File: config.mk
export PLATFORM = sky130hd
export DESIGN_NAME = uart_tx_frame_gen
export DESIGN_NICKNAME = d
export VERILOG_FILES = /design/src/rtl/uart_tx_frame_gen.sv
export SDC_FILE = /design/constraint.sdc
export NUM_CORES = 1
export LEC_CHECK = 0
export ABC_CLOCK_PERIOD_IN_PS = 3400
export BUFFER_PORTS_ARGS = -buffer_cell sky130_fd_sc_hd__buf_2
export CAP_MARGIN = 10
export CORE_ASPECT_RATIO = 0.7
export CORE_MARGIN = 2
export CORE_UTILIZATION = 59
export DETAILED_ROUTE_END_ITERATION = 16
export GPL_TIMING_DRIVEN = 1
export HOLD_SLACK_MARGIN = 0.05
export PLACE_DENSITY_LB_ADDON = 0.08
export SKIP_LAST_GASP = 1
export SLEW_MARGIN = 20
export SYNTH_ARGS = -nofsm -noshare
export SYNTH_HDL_FRONTEND = slang
export SYNTH_SLANG_ARGS = --single-unit
File: constraint.sdc
create_clock -name CLK -period 3.4 [get_ports CLK]
set_input_delay 0.17 -clock CLK [delete_from_list [all_inputs] [get_ports CLK]]
set_output_delay 0.17 -clock CLK [all_outputs]
set_load 0.1 [all_outputs]
File: src/rtl/uart_tx_frame_gen.sv
// rtl/uart_tx_frame_gen.sv - configurable UART frame transmitter with input word FIFO
// Start/data/parity/stop serialiser; config is latched per frame at the FIFO pop.
module uart_tx_frame_gen #(
  parameter int DATA_WIDTH     = 8,
  parameter int FIFO_DEPTH     = 4,
  parameter int PRESCALE_WIDTH = 6
) (
  input  logic                          CLK,
  input  logic                          RST,
  input  logic [DATA_WIDTH-1:0]         TX_DATA,
  input  logic                          TX_VALID,
  output logic                          TX_READY,
  input  logic                          PAR_EN,
  input  logic                          PAR_TYP,
  input  logic                          STOP2,
  input  logic [PRESCALE_WIDTH-1:0]     PRESCALE,
  output logic                          TX_OUT,
  output logic                          BUSY,
  output logic [$clog2(FIFO_DEPTH):0]   FIFO_COUNT
);

  localparam int PTR_W = $clog2(FIFO_DEPTH);
  localparam int CNT_W = PTR_W + 1;
  localparam int IDX_W = $clog2(DATA_WIDTH);

  typedef enum logic [2:0] {
    S_IDLE,
    S_START,
    S_DATA,
    S_PARITY,
    S_STOP
  } state_t;

  logic [DATA_WIDTH-1:0] fifo_mem [FIFO_DEPTH];

  state_t                state_q,     state_d;
  logic [PTR_W-1:0]      wr_ptr_q,    wr_ptr_d;
  logic [PTR_W-1:0]      rd_ptr_q,    rd_ptr_d;
  logic [CNT_W-1:0]      count_q,     count_d;
  logic [DATA_WIDTH-1:0] data_q,      data_d;
  logic                  par_en_q,    par_en_d;
  logic                  par_typ_q,   par_typ_d;
  logic                  stop2_q,     stop2_d;
  logic [4:0]            pmax_q,      pmax_d;
  logic [4:0]            presc_cnt_q, presc_cnt_d;
  logic [IDX_W-1:0]      bit_idx_q,   bit_idx_d;
  logic                  stop_half_q, stop_half_d;
  logic                  tx_out_q,    tx_out_d;
  logic                  busy_q,      busy_d;

  logic push;
  logic pop;
  logic bit_end;
  logic fifo_nonempty;

  // Bit period minus one; anything other than 4/8/16 runs at 32.
  function automatic logic [4:0] decode_pmax(input logic [PRESCALE_WIDTH-1:0] p);
    logic [4:0] r;
    case (32'(p))
      4:       r = 5'd3;
      8:       r = 5'd7;
      16:      r = 5'd15;
      default: r = 5'd31;
    endcase
    return r;
  endfunction

  assign TX_READY      = !RST && (count_q < CNT_W'(FIFO_DEPTH));
  assign push          = TX_VALID && TX_READY;
  assign fifo_nonempty = (count_q != '0);
  assign bit_end       = (presc_cnt_q == pmax_q);

  always_comb begin
    state_d     = state_q;
    data_d      = data_q;
    par_en_d    = par_en_q;
    par_typ_d   = par_typ_q;
    stop2_d     = stop2_q;
    pmax_d      = pmax_q;
    presc_cnt_d = presc_cnt_q;
    bit_idx_d   = bit_idx_q;
    stop_half_d = stop_half_q;
    pop         = 1'b0;

    case (state_q)
      S_IDLE: begin
        if (fifo_nonempty) begin
          pop         = 1'b1;
          state_d     = S_START;
          presc_cnt_d = '0;
        end
      end
      S_START: begin
        if (bit_end) begin
          state_d     = S_DATA;
          presc_cnt_d = '0;
          bit_idx_d   = '0;
        end else begin
          presc_cnt_d = presc_cnt_q + 5'd1;
        end
      end
      S_DATA: begin
        if (bit_end) begin
          presc_cnt_d = '0;
          if (bit_idx_q == IDX_W'(DATA_WIDTH - 1)) begin
            state_d     = par_en_q ? S_PARITY : S_STOP;
            stop_half_d = 1'b0;
          end else begin
            bit_idx_d = bit_idx_q + 1'b1;
          end
        end else begin
          presc_cnt_d = presc_cnt_q + 5'd1;
        end
      end
      S_PARITY: begin
        if (bit_end) begin
          state_d     = S_STOP;
          presc_cnt_d = '0;
          stop_half_d = 1'b0;
        end else begin
          presc_cnt_d = presc_cnt_q + 5'd1;
        end
      end
      S_STOP: begin
        if (bit_end) begin
          presc_cnt_d = '0;
          if (stop2_q && !stop_half_q) begin
            stop_half_d = 1'b1;
          end else if (fifo_nonempty) begin
            pop     = 1'b1;
            state_d = S_START;
          end else begin
            state_d = S_IDLE;
          end
        end else begin
          presc_cnt_d = presc_cnt_q + 5'd1;
        end
      end
      default: begin
        state_d     = S_IDLE;
        presc_cnt_d = '0;
      end
    endcase

    if (pop) begin
      data_d    = fifo_mem[rd_ptr_q];
      par_en_d  = PAR_EN;
      par_typ_d = PAR_TYP;
      stop2_d   = STOP2;
      pmax_d    = decode_pmax(PRESCALE);
    end
  end

  // Line and BUSY follow the current state one cycle later so TX_OUT is glitch-free.
  always_comb begin
    tx_out_d = 1'b1;
    busy_d   = (state_q != S_IDLE);
    case (state_q)
      S_START:  tx_out_d = 1'b0;
      S_DATA:   tx_out_d = data_q[bit_idx_q];
      S_PARITY: tx_out_d = par_typ_q ? ~^data_q : ^data_q;
      default:  tx_out_d = 1'b1;
    endcase
  end

  always_comb begin
    wr_ptr_d = push ? wr_ptr_q + 1'b1 : wr_ptr_q;
    rd_ptr_d = pop  ? rd_ptr_q + 1'b1 : rd_ptr_q;
    count_d  = count_q;
    case ({push, pop})
      2'b10:   count_d = count_q + 1'b1;
      2'b01:   count_d = count_q - 1'b1;
      default: count_d = count_q;
    endcase
  end

  always_ff @(posedge CLK) begin
    if (push) begin
      fifo_mem[wr_ptr_q] <= TX_DATA;
    end
  end

  always_ff @(posedge CLK) begin
    if (RST) begin
      state_q     <= S_IDLE;
      wr_ptr_q    <= '0;
      rd_ptr_q    <= '0;
      count_q     <= '0;
      data_q      <= '0;
      par_en_q    <= 1'b0;
      par_typ_q   <= 1'b0;
      stop2_q     <= 1'b0;
      pmax_q      <= 5'd31;
      presc_cnt_q <= '0;
      bit_idx_q   <= '0;
      stop_half_q <= 1'b0;
      tx_out_q    <= 1'b1;
      busy_q      <= 1'b0;
    end else begin
      state_q     <= state_d;
      wr_ptr_q    <= wr_ptr_d;
      rd_ptr_q    <= rd_ptr_d;
      count_q     <= count_d;
      data_q      <= data_d;
      par_en_q    <= par_en_d;
      par_typ_q   <= par_typ_d;
      stop2_q     <= stop2_d;
      pmax_q      <= pmax_d;
      presc_cnt_q <= presc_cnt_d;
      bit_idx_q   <= bit_idx_d;
      stop_half_q <= stop_half_d;
      tx_out_q    <= tx_out_d;
      busy_q      <= busy_d;
    end
  end

  assign TX_OUT     = tx_out_q;
  assign BUSY       = busy_q;
  assign FIFO_COUNT = count_q;

endmodule
Word-level counts from Yosys, hierarchy flattened
Memory sizes are Yosys's and may differ from the RTL's. A register that Yosys moved wholly into a read port is not among the register bits.
Index checks and enable logic that the tools add are counted.

operators by class
  add/sub/neg operators = 6
  order comparisons = 2
  reductions and logical operators = 17
  mux-type cells = 35
  equal/unequal tests = 20

operators with widths
  kind                 number
  $mux 3               11
  $ne 2x2->1 const B   9
  $pmux 3 s5           1
  $pmux 5 s3           1
  $mux 1               13
  $pmux 3 s2           2
  $mux 5               2
  $pmux 5 s2           1
  $reduce_bool 3->1    3
  $reduce_xnor 8->1    1
  $reduce_xor 8->1     1
  $reduce_and 7->1     1
  $add 3x1->3 const B  2
  $eq 3x2->1 const B   2
  $eq 3x3->1 const B   2
  $eq 6x3->1 const B   1
  $eq 6x4->1 const B   1
  $eq 6x5->1 const B   1
  $pmux 1 s3           2
  $reduce_and 6->1     1
  $add 5x1->5 const B  1
  $eq 5x5->1           1
  $add 2x1->2 const B  2
  $lt 3x4->1 const B   1
  other kinds (13)     17

word-level totals
  memories kept = 1
  output and inout bits = 6
  register bits = 29
  input port bits = 20
  word-level logic and storage cells = 94
  bits in writable memories = 32

memories
  name      words  bits a word  rd ports  clocked after memory_dff  write ports  RTL line  text
  fifo_mem  4      8            1         1                         1            34        logic [DATA_WIDTH-1:0] fifo_mem [FIFO_DEPTH];

Logic depth before layout (Yosys ltp)
Gate-level depths: netlist of the first run.

  depth after elaboration = 7
  depth in mapped cells = 12
  mapped depth without buffers = 11

Worst setup path after synthesis of the first run
OpenSTA, ideal clock, no wires.

  kind = flip-flop to flip-flop
  from = register count_q[2], in the netlist FIFO_COUNT[2]
  to = register count_q[2], in the netlist FIFO_COUNT[2]
  arrival = 3491 ps
  setup slack = -162 ps
  required time = 3329 ps
  stages on the path, launching flop included = 10
  cell sequence = dfxtp_1 > nor2_1 > and2_1 > inv_1 > ha_1 > inv_1 > fa_1 > xor2_1 > or3_1 > a21oi_1

between the ends
  elaborated cells between the ends (all ways) = 14
  those cells by class = add/sub (2); order compare (1); eq/ne (2); mux (5); reduce/logical (4)

RTL lines
  element                                                 RTL line  text
  start, declared                                         39        logic [CNT_W-1:0] count_q, count_d;
  start signal, assigned                                  203       count_q <= count_d;
  $lt 3x3->1 (*)                                          68        assign TX_READY = !RST && (count_q < CNT_W'(FIFO_DEPTH));
  $logic_and 1x1->1 (*)                                   68
  net TX_READY                                            12        output logic TX_READY,
  $logic_and 1x1->1 (*)                                   69        assign push = TX_VALID && TX_READY;
  $eq 2x1->1 / $eq 2x2->1 (equally long branches)         170       case ({push, pop})
  $pmux 3 s2 / $reduce_bool 2->1 (equally long branches)  --

Mark *: on every way through the listed nets, which the timed path passes. The rest lies on a longest branch.
A chain may end at the register's enable or synchronous reset.

Worst setup path after layout of the first run
  from = register presc_cnt_q[0]
  to = register count_q[2], in the netlist FIFO_COUNT[2]

between the ends
  word-level cells in the longest chain between the ends = 5
  elaborated cells between the ends (all ways) = 7
  those cells by class = eq/ne (3); mux (3); reduce/logical (1)

RTL lines
  element                                                 RTL line  text
  start, declared                                         45        logic [4:0] presc_cnt_q, presc_cnt_d;
  start signal, assigned                                  209       presc_cnt_q <= presc_cnt_d;
  $eq 5x5->1 (*)                                          71        assign bit_end = (presc_cnt_q == pmax_q);
  $mux 1 (*)                                              125       if (bit_end) begin
  $pmux 1 s2 (*)                                          85        case (state_q)
  net pop                                                 52        logic pop;
  $eq 2x1->1 / $eq 2x2->1 (equally long branches)         170
  $pmux 3 s2 / $reduce_bool 2->1 (equally long branches)  --

Marks and branches as above.

==> flow_summary_export.csv, run 1 <==
group,metric,value,unit
sta,finalSetupTns,0,ns
logic_synthesis,synth.cells.most_frequent,"dfxtp_1 (35), edfxtp_1 (32), a21oi_1 (25)",
floorplanning,die_area,5820,um2
floorplanning,fp-row-count,21,
worst_setup_path,worst-path-buf-inv,3,
logic_synthesis,yosysTopAreaCell,"edfxtp_1",
grt,antenna_found_initial,0,
power,p_leak,1.25,nW
grt,grt_max_degree,38,
route,dr.pass1.iters,4,
logic_synthesis,yosysUniqueCellTypes,48,
logic_synthesis,synth-seq-cells,67,
clock_tree,cts_made_buffers,9,
logic_synthesis,synthFlopType,"dfxtp_1",
clock_tree,ctsResizeCount,0,
power,power.total,2.75,mW
logic_synthesis,ys_warn_count,0,
sta,skew,0.00812,ns
route,wl_per_cell,15.3,um
logic_synthesis,synth_cells,265,
logic_synthesis,ys_seq_area_frac,0.540,
worst_setup_path,crit_required,3.67,ns
worst_setup_path,cp_max_fo,14,
worst_setup_path,endpoint_kind,"register",
clock_tree,clock-root-buffer,"clkbuf_8",
grt,grt_use_total,0.214,
floorplanning,fp.coreArea,4890,um2
sta,worst_hold_slack,0.0596,ns
grt,grt_first_pass_wirelength,9500,um
sta,slew_violations,0,
logic_synthesis,synth_top_area_share,0.312,
sta,tightest_slew,0.608,ns
grt,grt-ovfl-total,0,
worst_setup_path,r2r_slack,0.63,ns
clock_tree,clkSinkCount,67,
worst_setup_path,cp_top_family,"adder cells",
cells_and_area,final_nets,324,
cells_and_area,area_growth,13.7,%
clock_tree,insertion_delay,0.34,ns
sta,rsz0062_at_grt,"no",
sta,finalSetupViolations,0,
worst_setup_path,max_stage_delay,0.41,ns
clock_tree,ctsHtreeMaxLevel,3,
route,vias,2083,
sta,finalCritPeriodShare,0.813,
cells_and_area,final_core_util,0.715,
logic_synthesis,synth.most_common_cell,"dfxtp_1",
route,drt_drc_violations_left,0,
min_path,hold_class,"input port to register",
sta,fin_crit,2.77,ns
logic_synthesis,synth.area.top_cells,"edfxtp_1 (31%), dfxtp_1 (23%), mux4_2 (7.3%), a21oi_1 (4.1%), ha_1 (3.3%)",
sta,hold_viol,0,
placed_design,portBuffers,25,
worst_setup_path,critical-path-slowest-cell,"dfxtp_1",
status,status,"completed",
logic_synthesis,syn-cell-area,3080,um2
grt,grt_pass1_vias,2004,
logic_synthesis,async_flop_share,0,
power,max-vdd-ir-drop,879,uV
cells_and_area,drive_gt1_frac,0.207,
placed_design,dp_hpwl,3750,um
placed_design,gp_congestion,0.842,
sta,max_freq,362,MHz
worst_setup_path,crit_path_start_kind,"register",
logic_synthesis,synth_edf_count,32,
sta,slew_headroom,0.594,
floorplanning,start_util,0.629,
floorplanning,pin_count,26,
logic_synthesis,syn-num-nets,294,
logic_synthesis,syn_area_per_cell,11.6,um2
route,drt_wl_total,5640,um
job,cap_violations,0,
clock_tree,cts.path.max_buffers,2,
worst_setup_path,cp.arrival,3.04,ns
route,antenna_left,0,
route,drt_iter0_drc,166,
cells_and_area,diodes,0,
floorplanning,die_w,90.3,um
cells_and_area,fill_cells,387,
power,powerDensity,786,nW/um2
clock_tree,path_clk_slew,0.07,ns
floorplanning,die_y,64.4,um
worst_setup_path,critPathKind,"register to register",
worst_setup_path,crit_chain,"ha_1 > nand4_4 > o21ai_1 > buf_4 > nand2_1 > inv_1 > ha_1 > inv_1 > fa_1 > xor2_1 > or3_1 > a21oi_1",
route,vias_per_cell,5.64,
clock_tree,cts_tree,"done",
state kept, by name, indices dropped and copies added, names as in the netlist, 3 cells and up:
| signal | count |
|---|---|
| state_q | 3 |
| presc_cnt_q | 5 |
| FIFO_COUNT | 3 |
| data_q | 8 |
| fifo_mem | 32 |
| pmax_q | 3 |
| bit_idx_q | 3 |
metal layers:
layer	track usage	share of wire	up-vias
met5	0	0	-
met4	0.0788	0.013	0
li1	-	-	1043
met2	0.313	0.43	56
met3	0.0601	0.057	8
met1	0.308	0.50	976
layout by cell type (no fill, tap or decap), drive strengths merged, types with 4 or more instances in the layout:
| cell | netlist | final |
|---|---|---|
| nor3 | 6 | 6 |
| nand3 | 14 | 14 |
| nand2 | 13 | 13 |
| a21oi | 25 | 25 |
| xnor2 | 13 | 13 |
| clkbuf | 9 | 9 |
| o21ai | 18 | 18 |
| and3 | 4 | 4 |
| mux4 | 10 | 10 |
| a311oi | 4 | 4 |
| dfxtp | 35 | 35 |
| ha | 8 | 8 |
| dlygate4sd3 | 0 | 6 |
| edfxtp | 32 | 32 |
| or3 | 7 | 7 |
| buf | 6 | 28 |
| inv | 11 | 12 |
| nor2 | 14 | 14 |
path summary, 6_finish.rpt:
check,from,endpoint,depth (start not counted)
min,TX_DATA[1],fifo_mem[3][1],1
max,presc_cnt_q[0],FIFO_COUNT[2],12
max reg2reg,presc_cnt_q[0],FIFO_COUNT[2],12
min reg2reg,pmax_q[4],pmax_q[4],1
layout make-up:
type / instances / area [um2] / share of cell area
Sequential cell: 67 / 1660 / 0.475
Clock buffer: 9 / 124 / 0.0354
Inverter: 11 / 41.3 / 0.0118
Tap cell: 69 / 86.3 / 0.0247
Multi-Input combinational cell: 172 / 1310 / 0.374
Clock inverter: 7 / 67.6 / 0.0193
Timing Repair Buffer: 34 / 208 / 0.0594
power by group:
group,leakage (nW),internal [mW],switching (mW)
Clock,0.0931,0.335,0.297
Sequential,0.576,0.967,0.135
Combinational,0.577,0.393,0.621
Total,1.25,1.70,1.05
through the flow:
step	instance area, um2	setup slack, ns	std cells
floorplan	3080	0.312	265
global placement	3240	0.768	347
detailed placement	3240	0.705	347
CTS	3500	0.639	369
global route	3500	0.418	369
finish	3500	0.635	369
logic make-up (layout without fill, tap and decap cells):
kind of cell / after synthesis / after routing / synth area share
AO/OA/AOI/OAI: 61 / 61 / 0.118
XOR/XNOR: 16 / 16 / 0.0541
adder cells (fa/ha/maj): 9 / 9 / 0.0391
buffers and inverters: 26 / 61 / 0.0354
flip-flops: 67 / 67 / 0.540
multiplexers: 13 / 13 / 0.0834
AND/OR/NAND/NOR: 73 / 73 / 0.130
timing repair:
| item | in CTS | in global routing |
|---|---|---|
| hold endpoints to repair | 24 | 0 |
| hold buffers | 6 | 0 |
| buffers inserted | 0 | 0 |
(Power assumes the default switching activity.)
==> run 2, diff against run 1 <==
--- a/config.mk
+++ b/config.mk
@@ -5,7 +5,7 @@
 export SDC_FILE = /design/constraint.sdc
 export NUM_CORES = 1
 export LEC_CHECK = 0
-export ABC_CLOCK_PERIOD_IN_PS = 3400
+export ABC_CLOCK_PERIOD_IN_PS = 2900
 export BUFFER_PORTS_ARGS = -buffer_cell sky130_fd_sc_hd__buf_2
 export CAP_MARGIN = 10
 export CORE_ASPECT_RATIO = 0.7
==> constraint.sdc (replaced) <==
create_clock -name CLK -period 2.9 [get_ports CLK]
set_input_delay 0.145 -clock CLK [delete_from_list [all_inputs] [get_ports CLK]]
set_output_delay 0.145 -clock CLK [all_outputs]
set_load 0.1 [all_outputs]
==> flow_summary_export.csv, run 2 (synthesized netlist as in run 1, its figures left out) <==
group,metric,value,unit
status,status,"completed",
route,vias,2123,
route,vias_per_cell,5.69,
cells_and_area,area_growth,14.8,%
power,switchingPower,1.21,mW
power,swShare,0.379,
power,p_clk_frac,0.225,
power,max-vdd-ir-drop,851,uV
route,antenna_left,0,
worst_setup_path,r2r_end,"FIFO_COUNT[2]",
job,cap_violations,0,
sta,fin_crit,2.62,ns
placed_design,portBuffers,25,
cells_and_area,largest_reg_flops,32,
clock_tree,hold_buffers,9,
min_path,whs_endpoint,"par_en_q",
floorplanning,fp-row-count,21,
sta,rsz0062_at_grt,"no",
placed_design,gp_congestion,0.848,
worst_setup_path,reg2reg_depth,11,
sta,skew,0.00392,ns
clock_tree,cts_made_buffers,9,
cells_and_area,diodes,0,
route,dr.pass1.iters,4,
worst_setup_path,crit_required,3.16,ns
route,drt_wl_total,5780,um
power,p_leak,1.27,nW
clock_tree,clock-root-buffer,"clkbuf_8",
floorplanning,fp.coreArea,4890,um2
clock_tree,ctsHtreeMaxLevel,3,
floorplanning,die_area,5820,um2
worst_setup_path,cp_max_fo,8,
cells_and_area,final_nets,328,
power,power_frac_seq,0.407,
min_path,min_path_cells,3,
floorplanning,die_y,64.4,um
min_path,min_from,"PAR_EN",
route,drt_iter0_drc,112,
cells_and_area,final_cell_mix,"dfxtp_1 (32), edfxtp_1 (32), a21oi_1 (25), buf_2 (25), o21ai_0 (16)",
floorplanning,start_util,0.629,
worst_setup_path,cp.arrival,2.88,ns
cells_and_area,drive_gt1_frac,0.214,
clock_tree,ctsResizeCount,0,
grt,grt-ovfl-total,0,
floorplanning,pin_count,26,
grt,grt_first_pass_wirelength,9750,um
worst_setup_path,regToRegStartpoint,"presc_cnt_q[2]",
clock_tree,path_clk_slew,0.07,ns
worst_setup_path,crit_top_cell,"inv_1",
worst_setup_path,r2r_slack,0.28,ns
grt,grt_use_total,0.222,
worst_setup_path,critical-path-slowest-cell,"dfxtp_1",
grt,grt_pass1_vias,2024,
power,powerDensity,908,nW/um2
cells_and_area,finalNonFillerCells,373,
sta,finalSetupViolations,0,
sta,slew_headroom,0.585,
clock_tree,cts_setup_buffers,0,
grt,antenna_found_initial,0,
worst_setup_path,endpoint_kind,"register",
sta,slew_violations,0,
worst_setup_path,crit_path_start_kind,"register",
clock_tree,cts_tree,"done",
cells_and_area,regMostFlops,"fifo_mem",
placed_design,dp_hpwl,3900,um
clock_tree,cts.path.max_buffers,2,
sta,tightest_slew,0.622,ns
cells_and_area,top_regs,"fifo_mem: 32 flops, data_q: 8 flops, presc_cnt_q: 5 flops",
placed_design,place_inst,348,
sta,finalSetupTns,0,ns
clock_tree,insertion_delay,0.33,ns
sta,hold_viol,0,
route,drt_drc_violations_left,0,
clock_tree,clkSinkCount,67,
worst_setup_path,crit_start,"presc_cnt_q[2]",
sta,max_freq,381,MHz
power,comb_power_share,0.368,
grt,grt_max_degree,38,
worst_setup_path,max_stage_delay,0.53,ns
worst_setup_path,critPathKind,"register to register",
sta,finalCritPeriodShare,0.905,
power,cell_internal_pwr,1.99,mW
min_path,hold_class,"input port to register",
worst_setup_path,crit_chain,"xnor2_4 > nand4_4 > o21ai_1 > nand2_1 > inv_1 > ha_1 > inv_1 > fa_1 > xor2_1 > or3_1 > a21oi_1",
route,wl_per_cell,15.5,um
floorplanning,die_w,90.3,um
run 2: changes by cell type in the layout (fill, tap and decap cells not counted), sizes merged:
| cell | delta |
|---|---|
| buf | +1 |
| clkbuf | +1 |
| dlygate4sd3 | +3 |
| clkinv | +1 |
| inv | -1 |
| clkinvlp | -1 |
run 2: routing by layer:
layer | part of all wire | vias to the layer above | GRT usage
met5 | 0 | - | 0
met3 | 0.055 | 4 | 0.0814
met2 | 0.46 | 63 | 0.333
li1 | - | 1055 | -
met4 | 0.0059 | 0 | 0.0635
met1 | 0.48 | 1001 | 0.307
run 2: area by class of cell:
class | instances | area (um2)
Inverter | 11 | 41.3
Multi-Input combinational cell | 172 | 1310
Clock buffer | 10 | 128
Clock inverter | 6 | 56.3
Fill cell | 374 | 1360
Sequential cell | 67 | 1670
Timing Repair Buffer | 38 | 245
Tap cell | 69 | 86.3
run 2: how the worst max path moves through the flow:
stage | endpoint | slack (ns) | depth (start not counted)
after detailed placement | FIFO_COUNT[2] | 0.29 | 11
after CTS | FIFO_COUNT[2] | 0.28 | 11
after floorplan | FIFO_COUNT[2] | 0.12 | 9
final | FIFO_COUNT[2] | 0.28 | 11
after global routing | FIFO_COUNT[2] | 0.07 | 11
after global placement | FIFO_COUNT[2] | 0.41 | 11
run 2: power by group through the flow:
stage               registers, mW  logic [mW]  clock network, mW
finish                       1.30        1.18              0.721
global route                 1.33        1.30              0.779
CTS                          1.30        1.18              0.734
detailed placement           1.32        1.16                  0
global placement             1.32        1.14                  0
floorplan                    1.40       0.848                  0
run 2: stage by stage:
stage	setup slack, ns	instance area [um2]	total power, mW	utilization	hold WS [ns]
after global placement	0.410	3260	2.46	0.666	0.361
after floorplan	0.118	3080	2.24	-	0.244
final	0.275	3530	3.20	0.722	0.0622
after global routing	0.0684	3530	3.41	0.722	0.0687
after detailed placement	0.291	3260	2.49	0.666	0.361
after CTS	0.280	3530	3.22	0.722	0.0519
run 2: worst max-delay path: cells and delay by family (launching register included):
| kind | cells | cell delay (ns) |
|---|---|---|
| adder cells (fa/ha/maj) | 2 | 0.57 |
| AO/OA/AOI/OAI | 2 | 0.36 |
| XOR/XNOR | 2 | 0.32 |
| buffers and inverters | 2 | 0.18 |
| AND/OR/NAND/NOR | 3 | 0.59 |
| flip-flops | 1 | 0.53 |
==> run 3, diff against run 2 <==
--- a/config.mk
+++ b/config.mk
@@ -10,7 +10,8 @@
 export CAP_MARGIN = 10
 export CORE_ASPECT_RATIO = 0.7
 export CORE_MARGIN = 2
-export CORE_UTILIZATION = 59
+export CORE_UTILIZATION = 40
+export CTS_BUF_LIST = sky130_fd_sc_hd__clkbuf_16
 export DETAILED_ROUTE_END_ITERATION = 16
 export GPL_TIMING_DRIVEN = 1
 export HOLD_SLACK_MARGIN = 0.05
==> flow_summary_export.csv, run 3 (synthesized netlist as in run 1, its figures left out) <==
group,metric,value,unit
worst_setup_path,crit_path_start_kind,"register",
worst_setup_path,endpoint_kind,"register",
status,status,"completed",
sta,tightest_slew,0.625,ns
sta,max_freq,378,MHz
grt,grt_first_pass_wirelength,10800,um
power,power.total,3.53,mW
clock_tree,ctsHtreeMaxLevel,3,
worst_setup_path,critPathKind,"register to register",
grt,grt_max_degree,38,
grt,met3_usage,0.0622,
sta,finalCritPeriodShare,0.912,
cells_and_area,final_cell_mix,"dfxtp_1 (32), edfxtp_1 (32), a21oi_1 (25), buf_2 (25), o21ai_0 (16)",
floorplanning,start_util,0.416,
sta,slew_violations,0,
sta,finalSetupTns,0,ns
route,drt_wl_total,6410,um
cells_and_area,diodes,0,
placed_design,gp_congestion,0.745,
grt,grt_pass1_vias,2143,
clock_tree,cts_setup_buffers,0,
sta,hold_viol,0,
clock_tree,cts.path.max_buffers,2,
grt,grt-ovfl-total,0,
worst_setup_path,crit_required,3.15,ns
grt,antenna_found_initial,0,
cells_and_area,final_core_util,0.495,
cells_and_area,area_growth,19.0,%
grt,grt_busiest_layer,"met1",
clock_tree,ctsResizeCount,0,
power,max-vdd-ir-drop,623,uV
placed_design,dp_hpwl,4380,um
floorplanning,die_y,77.4,um
route,vias,2137,
cells_and_area,top_regs,"fifo_mem: 32 flops, data_q: 8 flops, presc_cnt_q: 5 flops",
sta,rsz0062_at_grt,"no",
clock_tree,clock-root-buffer,"clkbuf_16",
job,cap_violations,0,
cells_and_area,final_nets,328,
route,antenna_left,0,
floorplanning,die_area,8420,um2
route,dr.pass1.iters,4,
grt,grt_use_total,0.171,
route,drt_iter0_drc,123,
route,wl_per_cell,15.9,um
worst_setup_path,regToRegStartpoint,"presc_cnt_q[2]",
clock_tree,cts_tree,"done",
min_path,min_path_cells,2,
worst_setup_path,cp.arrival,2.90,ns
clock_tree,clkSinkCount,67,
floorplanning,pin_count,26,
worst_setup_path,reg2reg_depth,11,
sta,fin_crit,2.64,ns
power,powerDensity,965,nW/um2
min_path,hold_class,"input port to register",
cells_and_area,largest_reg_flops,32,
floorplanning,fp.coreArea,7380,um2
power,p_leak,1.33,nW
clock_tree,insertion_delay,0.32,ns
sta,slew_headroom,0.583,
worst_setup_path,r2r_end,"FIFO_COUNT[2]",
floorplanning,die_w,109,um
worst_setup_path,cp_max_fo,8,
grt,grtUsageMet1,0.249,
route,drt_drc_violations_left,0,
clock_tree,path_clk_slew,0.05,ns
worst_setup_path,crit_start,"presc_cnt_q[2]",
sta,finalSetupViolations,0,
placed_design,portBuffers,25,
cells_and_area,drive_gt1_frac,0.207,
cells_and_area,regMostFlops,"fifo_mem",
route,vias_per_cell,5.32,
floorplanning,fp-row-count,26,
worst_setup_path,setup.worst_path.end,"FIFO_COUNT[2]",
clock_tree,cts_made_buffers,9,
grt,gr-usage-met2,0.239,
sta,skew,0.00553,ns
worst_setup_path,r2r_slack,0.26,ns
run 3: changes by cell type in the layout (fill, tap and decap cells not counted):
cell           delta
clkinv_2          -2
clkbuf_16         +9
dlygate4sd3_1     -1
inv_1             +4
buf_4             +1
clkinvlp_4        -1
clkbuf_1          -1
clkbuf_8          -9
run 3: what timing repair did:
action	in CTS	in global routing
setup endpoints to repair	0	0
hold buffers	8	0
hold endpoints to repair	32	0
run 3: how the worst min path moves through the flow:
stage	endpoint	slack, ns	startpoint
3_5_place_dp	fifo_mem[2][7]	0.37	TX_DATA[7]
3_3_place_gp	fifo_mem[3][1]	0.37	TX_DATA[1]
5_1_grt	par_typ_q	0.08	PAR_TYP
4_1_cts	par_typ_q	0.07	PAR_TYP
2_1_floorplan	fifo_mem[0][0]	0.24	TX_DATA[0]
6_report	pmax_q[2]	0.08	PRESCALE[2]
run 3: power breakdown:
part	leakage, nW	switching, mW	internal, mW
clock network	0.152	0.364	0.647
logic	0.596	0.760	0.471
registers	0.577	0.149	1.14
run 3: critical path, stage by stage, from the launching register on:
cell     delay (ns)
dfxtp_1        0.55
xnor2_4        0.18
nand4_4        0.17
o21ai_1        0.20
nand2_1        0.10
inv_1          0.12
ha_1           0.20
inv_1          0.06
fa_1           0.38
xor2_1         0.16
or3_1          0.31
a21oi_1        0.13
run 3: routing by layer:
metal  wire, um  vias to the layer above
li1           -                     1050
met1       3290                     1033
met2       2820                       52
met3        274                        2
met4         28                        0
met5          0                        -
run 3: final cells by class:
type	instances	area, um2
Clock buffer	9	225
Clock inverter	7	53.8
Fill cell	668	3730
Inverter	11	41.3
Multi-Input combinational cell	172	1310
Sequential cell	67	1670
Tap cell	98	123
Timing Repair Buffer	38	243
run 3: stage by stage:
stage	hold WS (ns)	setup WS, ns	cells	cell area, um2
3_3_place_gp	0.368	0.370	378	3300
3_5_place_dp	0.366	0.280	378	3300
5_1_grt	0.0824	0.0294	402	3660
6_report	0.0781	0.255	402	3660
4_1_cts	0.0684	0.248	402	3660
2_1_floorplan	0.244	0.118	265	3080
